===== config.mk =====
export PLATFORM = sky130hd
export DESIGN_NAME = saci_master_serializer
export DESIGN_NICKNAME = d
export VERILOG_FILES = /design/src/rtl/saci_master_serializer.sv
export SDC_FILE = /design/constraint.sdc
export NUM_CORES = 1
export LEC_CHECK = 0
export CAP_MARGIN = 40
export CORE_AREA = 2 2 125 140
export CTS_CLUSTER_SIZE = 14
export DETAILED_ROUTE_END_ITERATION = 6
export DIE_AREA = 0 0 127 142
export PLACE_DENSITY = 0.72
export SETUP_SLACK_MARGIN = 0.15
export SLEW_MARGIN = 20
export SYNTH_ARGS = -nofsm -noshare
export SYNTH_HDL_FRONTEND = slang
export SYNTH_SLANG_ARGS = --single-unit

===== constraint.sdc =====
create_clock -name CLK -period 2.3 [get_ports CLK]
set_input_delay 0.575 -clock CLK [delete_from_list [all_inputs] [get_ports CLK]]
set_output_delay 0.575 -clock CLK [all_outputs]
set_load 0.01 [all_outputs]

===== src/rtl/saci_master_serializer.sv =====
// SACI bus-side master: serialises a parallel register request onto saciCmd, then
// captures and checks the saciRsp frame and returns the result with a 4-phase ack.
module saci_master_serializer #(
  parameter int CLK_DIV   = 4,
  parameter int NUM_CHIPS = 4,
  parameter int TIMEOUT   = 1024,
  localparam int CHIP_W   = (NUM_CHIPS > 1) ? $clog2(NUM_CHIPS) : 1
) (
  input  logic                 CLK,
  input  logic                 rstL,
  input  logic                 req,
  input  logic [CHIP_W-1:0]    chip,
  input  logic                 op,
  input  logic [6:0]           cmd,
  input  logic [11:0]          addr,
  input  logic [31:0]          wrData,
  output logic                 ack,
  output logic                 fail,
  output logic [31:0]          rdData,
  output logic                 saciClk,
  output logic [NUM_CHIPS-1:0] saciSelL,
  output logic                 saciCmd,
  input  logic                 saciRsp
);

  localparam int DIV_W = $clog2(CLK_DIV);
  localparam int TO_W  = $clog2(TIMEOUT + 1);

  typedef enum logic [2:0] {IDLE, SHIFT_OUT, WAIT_RSP, SHIFT_IN, DONE} stateT;

  stateT                state;
  stateT                nextState;
  logic [DIV_W-1:0]     divCnt;
  logic                 tick;
  logic                 fallTick;
  logic                 riseTick;
  logic [51:0]          cmdShift;
  logic [5:0]           bitsLeft;
  logic [50:0]          rspShift;
  logic [5:0]           rspCnt;
  logic [TO_W-1:0]      timeoutCnt;
  logic                 timeoutHit;
  logic                 opLat;
  logic [6:0]           cmdLat;
  logic [11:0]          addrLat;
  logic [CHIP_W-1:0]    chipLat;
  logic [CHIP_W-1:0]    selChip;
  logic [51:0]          rspWord;
  logic [NUM_CHIPS-1:0] selNext;
  logic                 ackNext;

  assign tick       = (divCnt == DIV_W'(CLK_DIV - 1));
  assign fallTick   = tick & saciClk;
  assign riseTick   = tick & ~saciClk;
  assign rspWord    = {rspShift, saciRsp};
  assign timeoutHit = (timeoutCnt == TO_W'(TIMEOUT - 1));

  // saciClk runs continuously, independent of any transaction
  always_ff @(posedge CLK or negedge rstL) begin
    if (!rstL) begin
      divCnt  <= '0;
      saciClk <= 1'b0;
    end else if (tick) begin
      divCnt  <= '0;
      saciClk <= ~saciClk;
    end else begin
      divCnt  <= divCnt + 1'b1;
    end
  end

  always_ff @(posedge CLK or negedge rstL) begin
    if (!rstL) state <= IDLE;
    else       state <= nextState;
  end

  always_comb begin
    nextState = state;
    case (state)
      IDLE:      if (fallTick && req && !ack) nextState = SHIFT_OUT;
      SHIFT_OUT: if (fallTick && bitsLeft == 6'd0) nextState = WAIT_RSP;
      WAIT_RSP: begin
        if (riseTick) begin
          if (saciRsp)         nextState = SHIFT_IN;
          else if (timeoutHit) nextState = DONE;
        end
      end
      SHIFT_IN:  if (riseTick && rspCnt == 6'd1) nextState = DONE;
      DONE:      if (!req) nextState = IDLE;
      default:   nextState = IDLE;
    endcase
  end

  // Selects and ack are decoded from the next state and registered, so they are glitch-free
  always_comb begin
    selChip = (state == IDLE) ? chip : chipLat;
    selNext = '1;
    ackNext = (nextState == DONE);
    if (nextState inside {SHIFT_OUT, WAIT_RSP, SHIFT_IN}) begin
      for (int i = 0; i < NUM_CHIPS; i++) begin
        if (selChip == CHIP_W'(i)) selNext[i] = 1'b0;
      end
    end
  end

  always_ff @(posedge CLK or negedge rstL) begin
    if (!rstL) begin
      saciSelL   <= '1;
      saciCmd    <= 1'b0;
      ack        <= 1'b0;
      fail       <= 1'b0;
      rdData     <= '0;
      cmdShift   <= '0;
      bitsLeft   <= '0;
      rspShift   <= '0;
      rspCnt     <= '0;
      timeoutCnt <= '0;
      opLat      <= 1'b0;
      cmdLat     <= '0;
      addrLat    <= '0;
      chipLat    <= '0;
    end else begin
      saciSelL <= selNext;
      ack      <= ackNext;
      case (state)
        IDLE: begin
          if (fallTick && req && !ack) begin
            opLat    <= op;
            cmdLat   <= cmd;
            addrLat  <= addr;
            chipLat  <= chip;
            cmdShift <= {op, cmd, addr, wrData};
            bitsLeft <= op ? 6'd52 : 6'd20;
            saciCmd  <= 1'b1;
          end
        end
        SHIFT_OUT: begin
          if (fallTick) begin
            if (bitsLeft != 6'd0) begin
              saciCmd  <= cmdShift[51];
              cmdShift <= {cmdShift[50:0], 1'b0};
              bitsLeft <= bitsLeft - 1'b1;
            end else begin
              saciCmd    <= 1'b0;
              timeoutCnt <= '0;
            end
          end
        end
        WAIT_RSP: begin
          if (riseTick) begin
            if (saciRsp) begin
              rspCnt <= 6'd52;
            end else begin
              timeoutCnt <= timeoutCnt + 1'b1;
              if (timeoutHit) fail <= 1'b1;
            end
          end
        end
        SHIFT_IN: begin
          if (riseTick) begin
            rspShift <= rspWord[50:0];
            rspCnt   <= rspCnt - 1'b1;
            if (rspCnt == 6'd1) begin
              rdData <= rspWord[31:0];
              fail   <= (rspWord[51:32] != {opLat, cmdLat, addrLat});
            end
          end
        end
        DONE: begin
          if (!req) fail <= 1'b0;
        end
        default: ;
      endcase
    end
  end

endmodule


# Word level (Yosys, flattened, before mapping)

Cells that the tools add are included.

Bits in registers: 193
Latch bits: 0
Memory bits (writable): 0
ROM bits: 0
Bits of input ports: 58
Output and inout bits: 40
Memories: 0

Add/sub/neg operators: 4
Multiply operators: 0
Div/mod/pow operators: 0
Magnitude comparators: 0
Equality and inequality tests: 26
Shift operators: 0
Mux-type cells: 44
Bitwise logic cells: 3
Reductions and logical operators: 22

Operators by type and width:

| operator                                               | count |
|---|---|
| 2-to-1 mux 52 bit                                      | 3 |
| one-hot mux 52 bit (2 select lines)                    | 1 |
| 2-to-1 mux 11 bit                                      | 4 |
| 2-to-1 mux 6 bit                                       | 7 |
| one-hot mux 6 bit (2 select lines)                     | 2 |
| inequality test 2 bit (second input constant)          | 11 |
| one-hot mux 11 bit (2 select lines)                    | 1 |
| 2-to-1 mux 3 bit                                       | 7 |
| inequality test 20 bit                                 | 1 |
| one-hot mux 3 bit (5 select lines)                     | 1 |
| 2-to-1 mux 1 bit                                       | 13 |
| equality test 3 x 2 -> 1 bit (second input constant)   | 4 |
| subtractor 6 x 1 -> 6 bit (second input constant)      | 2 |
| adder 11 x 1 -> 11 bit (second input constant)         | 1 |
| equality test 11 x 10 -> 1 bit (second input constant) | 1 |
| AND reduction 4 bit                                    | 2 |
| AND reduction 7 bit                                    | 1 |
| equality test 2 bit (second input constant)            | 3 |
| equality test 3 x 1 -> 1 bit (second input constant)   | 2 |
| equality test 3 bit (second input constant)            | 2 |
| equality test 6 x 1 -> 1 bit (second input constant)   | 1 |
| zero test 6 bit                                        | 1 |
| AND reduction 3 bit                                    | 2 |
| nonzero test 2 bit                                     | 3 |
| other kinds (16)                                       | 23 |

# Longest topological paths before layout

Word-level depth: 9
Gate-level depth with buffers: 8

# Least setup slack after synthesis

OpenSTA, ideal clock, no wires.

Path type: register -> register
Start point: register state[2]
End point: register bitsLeft[5]
Library setup time: 0.126 ns
Arrival: 1.856 ns
Required time: 2.174 ns
Path slack: 0.318 ns
Stages on the path, launching flop included: 8
Path buffers: 2
Period minus slack after synthesis: 1.982 ns
Path through: dfrtp_1 > buf_6 > or3b_1 > buf_2 > a211o_4 > and2_4 > a21o_1 > a221o_1

Longest elaborated chain between the ends: 3
Elaborated cells between the ends (all ways): 8
Classes of those cells: eq/ne: 4; mux: 1; reduce/logical: 3

Ends and longest elaborated chain:

| element                                                                             | line | RTL |
|---|---|---|
| start, declared                                                                     | 31   | `stateT state;` |
| start signal, assigned                                                              | 73   | `else state <= nextState;` |
| equality test 3 x 1 -> 1 bit / zero test 3 bit (equally long branches)              | 124  | `case (state)` |
| inequality test 2 bit (no source line) / nonzero test 2 bit (equally long branches) | n/a  |  |
| AND reduction 4 bit (no source line)                                                | n/a  |  |
| end signal, assigned                                                                | 132  | `bitsLeft <= op ? 6'd52 : 6'd20;` |
| end signal, assigned                                                                | 141  | `bitsLeft <= bitsLeft - 1'b1;` |
| end, declared                                                                       | 38   | `logic [5:0] bitsLeft;` |

Parallel ways exist; a longest one is shown, timed or not.
A chain may end at the register's enable or synchronous reset.

# Final worst setup path

Start point: register saciSelL[1]
End point: output port saciSelL[1]

RTL lines:

| element                | line | RTL |
|---|---|---|
| start, declared        | 21   | `output logic [NUM_CHIPS-1:0] saciSelL,` |
| start signal, assigned | 122  | `saciSelL <= selNext;` |

No word-level cell between the ends.

==> flow_metrics.py <==
metrics = {
    "sta": {
        "finalWorstPathRequiredPeriod_ns": 2.06,
        "relSlewSlack_pct": 56.7,
        "timing.final.setup_violations": 0,
        "grt_setup_unrepaired": "false",
        "max_clock_freq_mhz": 485,
        "tns_ns": 0,
        "final_hold_viol_count": 0,
        "timing.final.crit_share_pct": 89.7,
        "worstMarginPinSlew_ns": 0.645,
        "report.final.slew_viol_count": 0,
        "worst_slack_ns": 0.237,
        "finalClockSkew_ns": 0.0123,
    },
    "placement": {
        "placed_cells": 1122,
        "hpwlAfterDp_um": 11100,
        "io_buffers": 97,
        "place_area_um2": 9520,
        "dpl_worst_slack_ns": -0.108,
        "routabilityCongestion": 0.820,
    },
    "drt": {
        "drtIter0Drc": 318,
        "drcViolationCount": 0,
        "detailedRoute.firstPassIterationCount": 4,
        "vias": 6045,
        "drtAntennaViolNets": 0,
        "detail_route.wirelength_um": 16300,
        "post_drt_wl_per_cell_um": 14.2,
        "via_per_inst": 5.24,
    },
    "logic_synthesis": {
        "postSynthNetCount": 891,
        "yosys_most_used_dff": "dfrtp_1",
        "post_synth_inst_count": 827,
        "synth.ff_latch_count": 193,
        "seq_area_frac_synth_pct": 59.2,
        "synth.cell_area_um2": 8170,
        "yosys.cell_types.count": 53,
        "ys_warn_count": 0,
        "number_of_enable_type_register_cells_in_the_synthesized_netlist": 0,
        "synth.avg_cell_area_um2": 9.87,
        "async_set_reset_flop_share_out_of_synthesis_pct": 100,
    },
    "layout": {
        "final_cell_mix": "nand2_1 (243), dfrtp_1 (188), nor2_1 (112)",
        "num_antenna_cells": 0,
        "layout.nets": 997,
        "final_common_cell": "nand2_1",
        "final.fill_count": 1380,
        "multi_input_gate_area_um2": 3130,
        "finalNonFillerCells": 1154,
        "seqCellArea_um2": 4840,
        "growth_of_design_area_from_synthesis_to_finish_pct": 23.6,
        "fin_area_um2": 10100,
        "final_core_utilization_pct": 60.6,
        "drive_gt1_share_pct": 11.9,
    },
    "cts": {
        "cts_root_buf": "clkbuf_16",
        "cts_inserted_buffers": 17,
        "holdBufCountCts": 0,
        "clk_latency_ns": 0.44,
        "tritoncts": "done",
        "clkTransAtPathRegs_ns": 0.07,
        "tritoncts_num_sinks": 193,
        "h_tree_levels": 4,
        "clock_path_buffers": 2,
    },
    "global_route": {
        "grt_first_pass_wirelength_um": 28400,
        "grt_usage_pct": 19.4,
        "pin_count_of_the_biggest_net_entering_global_routing": 62,
        "antenna_found_initial": 0,
        "grt_pass1_vias": 6010,
        "grt_overflow_total": 0,
    },
    "floorplan": {
        "ios": 98,
        "chipWidth_um": 127,
        "dieArea_um2": 18000,
        "std_cell_rows": 50,
        "core_region_area_um2": 16600,
        "initial_core_utilization_pct": 49.1,
        "fp.dieH_um": 142,
    },
    "worst_setup_path": {
        "path_class": "reg2out",
        "ordered_cell_list_for_the_critical_path": "clkdlybuf4s50_1",
        "timing.critical_path.required_ns": 1.73,
        "regToRegStartpoint": "state[1]",
        "start_kind": "register",
        "critPathCaptureType": "output pin",
        "worstPathArrival_ns": 1.49,
        "setup.worst_path.start": "saciSelL[1]",
        "critical-path-max-stage-delay_ns": 0.53,
        "critical_path.slowest_cell": "dfstp_2",
        "critPathBufInv": 1,
        "cpLargestDelayFamily": "flip-flops",
        "crit_fanout": 1,
    },
    "power": {
        "power_density_nw_per_um2": 759,
        "peakVddDrop_mv": 0.524,
        "static-leakage-power_nw": 4.76,
    },
    "hold_path": {
        "timing.hold.worst.class": "in2async",
    },
    "run": {
        "timing.max_cap.violations": 0,
    },
    "run_status": {
        "status": "complete, no violations",
    },
}
sequential cells by signal, indices dropped and copies added, names as in the netlist, 3 cells and up:
register and flops:
cmdShift 52, state 3, rdData 32, cmdLat 7
addrLat 12, timeoutCnt 11, saciSelL 4, rspShift 51
bitsLeft 6, rspCnt 6
layer usage:
layer,GRT usage [%],routed length [µm],vias up
li1,-,-,2991
met1,25.8,7480,2910
met2,31.4,7900,129
met3,5.08,768,15
met4,6.36,192,0
met5,0,0,-
cell usage after synthesis (12+ instances only):
cell / instances / area [µm²]
buf_2: 14 / 70.1
clkbuf_1: 25 / 93.8
dfrtp_1: 189 / 4730
mux2_2: 33 / 372
nand2_1: 244 / 916
nand3_1: 12 / 60.1
nor2_1: 112 / 420
o21ai_0: 17 / 85.1
o22ai_1: 51 / 319
xnor2_1: 20 / 175
xor2_1: 12 / 105
per-stage QoR:
| stage | power, mW | hold slack [ns] |
|---|---|---|
| after global routing | 8.03 | 0.0548 |
| after floorplan | 4.50 | 0.279 |
| after global placement | 4.86 | 0.417 |
| after CTS | 7.74 | 0.0461 |
| after detailed placement | 4.90 | 0.416 |
| final | 7.66 | 0.0516 |
what timing repair did:
item | in CTS | in global routing
pin swaps | 0 | 0
setup buffers | 0 | 0
gates resized for setup | 1 | 2
endpoints found under the setup margin | 1 | 4
hold endpoints to repair | 0 | 0
logic make-up after synthesis:
| logic type | after synthesis | share of synthesized area (%) |
|---|---|---|
| simple gates | 416 | 21.5 |
| buf+inv | 49 | 2.56 |
| fa+ha+maj | 6 | 0.919 |
| flops | 193 | 59.2 |
| xor+xnor | 32 | 3.43 |
| mux | 35 | 4.80 |
| compound gates | 96 | 7.57 |
path summary, 6_finish.rpt:
kind | endpoint | slack [ns] | cells past startpoint
max | saciSelL[1] | 0.24 | 1
min | timeoutCnt[7] | 0.05 | 1
max reg2reg | bitsLeft[5] | 0.27 | 5
min reg2reg | divCnt[0] | 0.43 | 1
max in group asynchronous | addrLat[5] | 1.55 | 2
min in group CLK | divCnt[0] | 0.43 | 1
report_power, final:
part / internal (mW) / switching [mW]
sequential: 3.77 / 0.235
combinational: 0.412 / 0.399
clock: 1.46 / 1.38
total: 5.64 / 2.01
final cells by class:
cell class	count	area share, %
multi-input cells	585	31.0
clock inverters	13	1.19
repair buffers	128	12.6
clock buffers	19	4.39
inverters	8	0.298
well taps	208	2.58
flip-flops and latches	193	47.9
No activity file was read; power rests on OpenSTA's default activity.
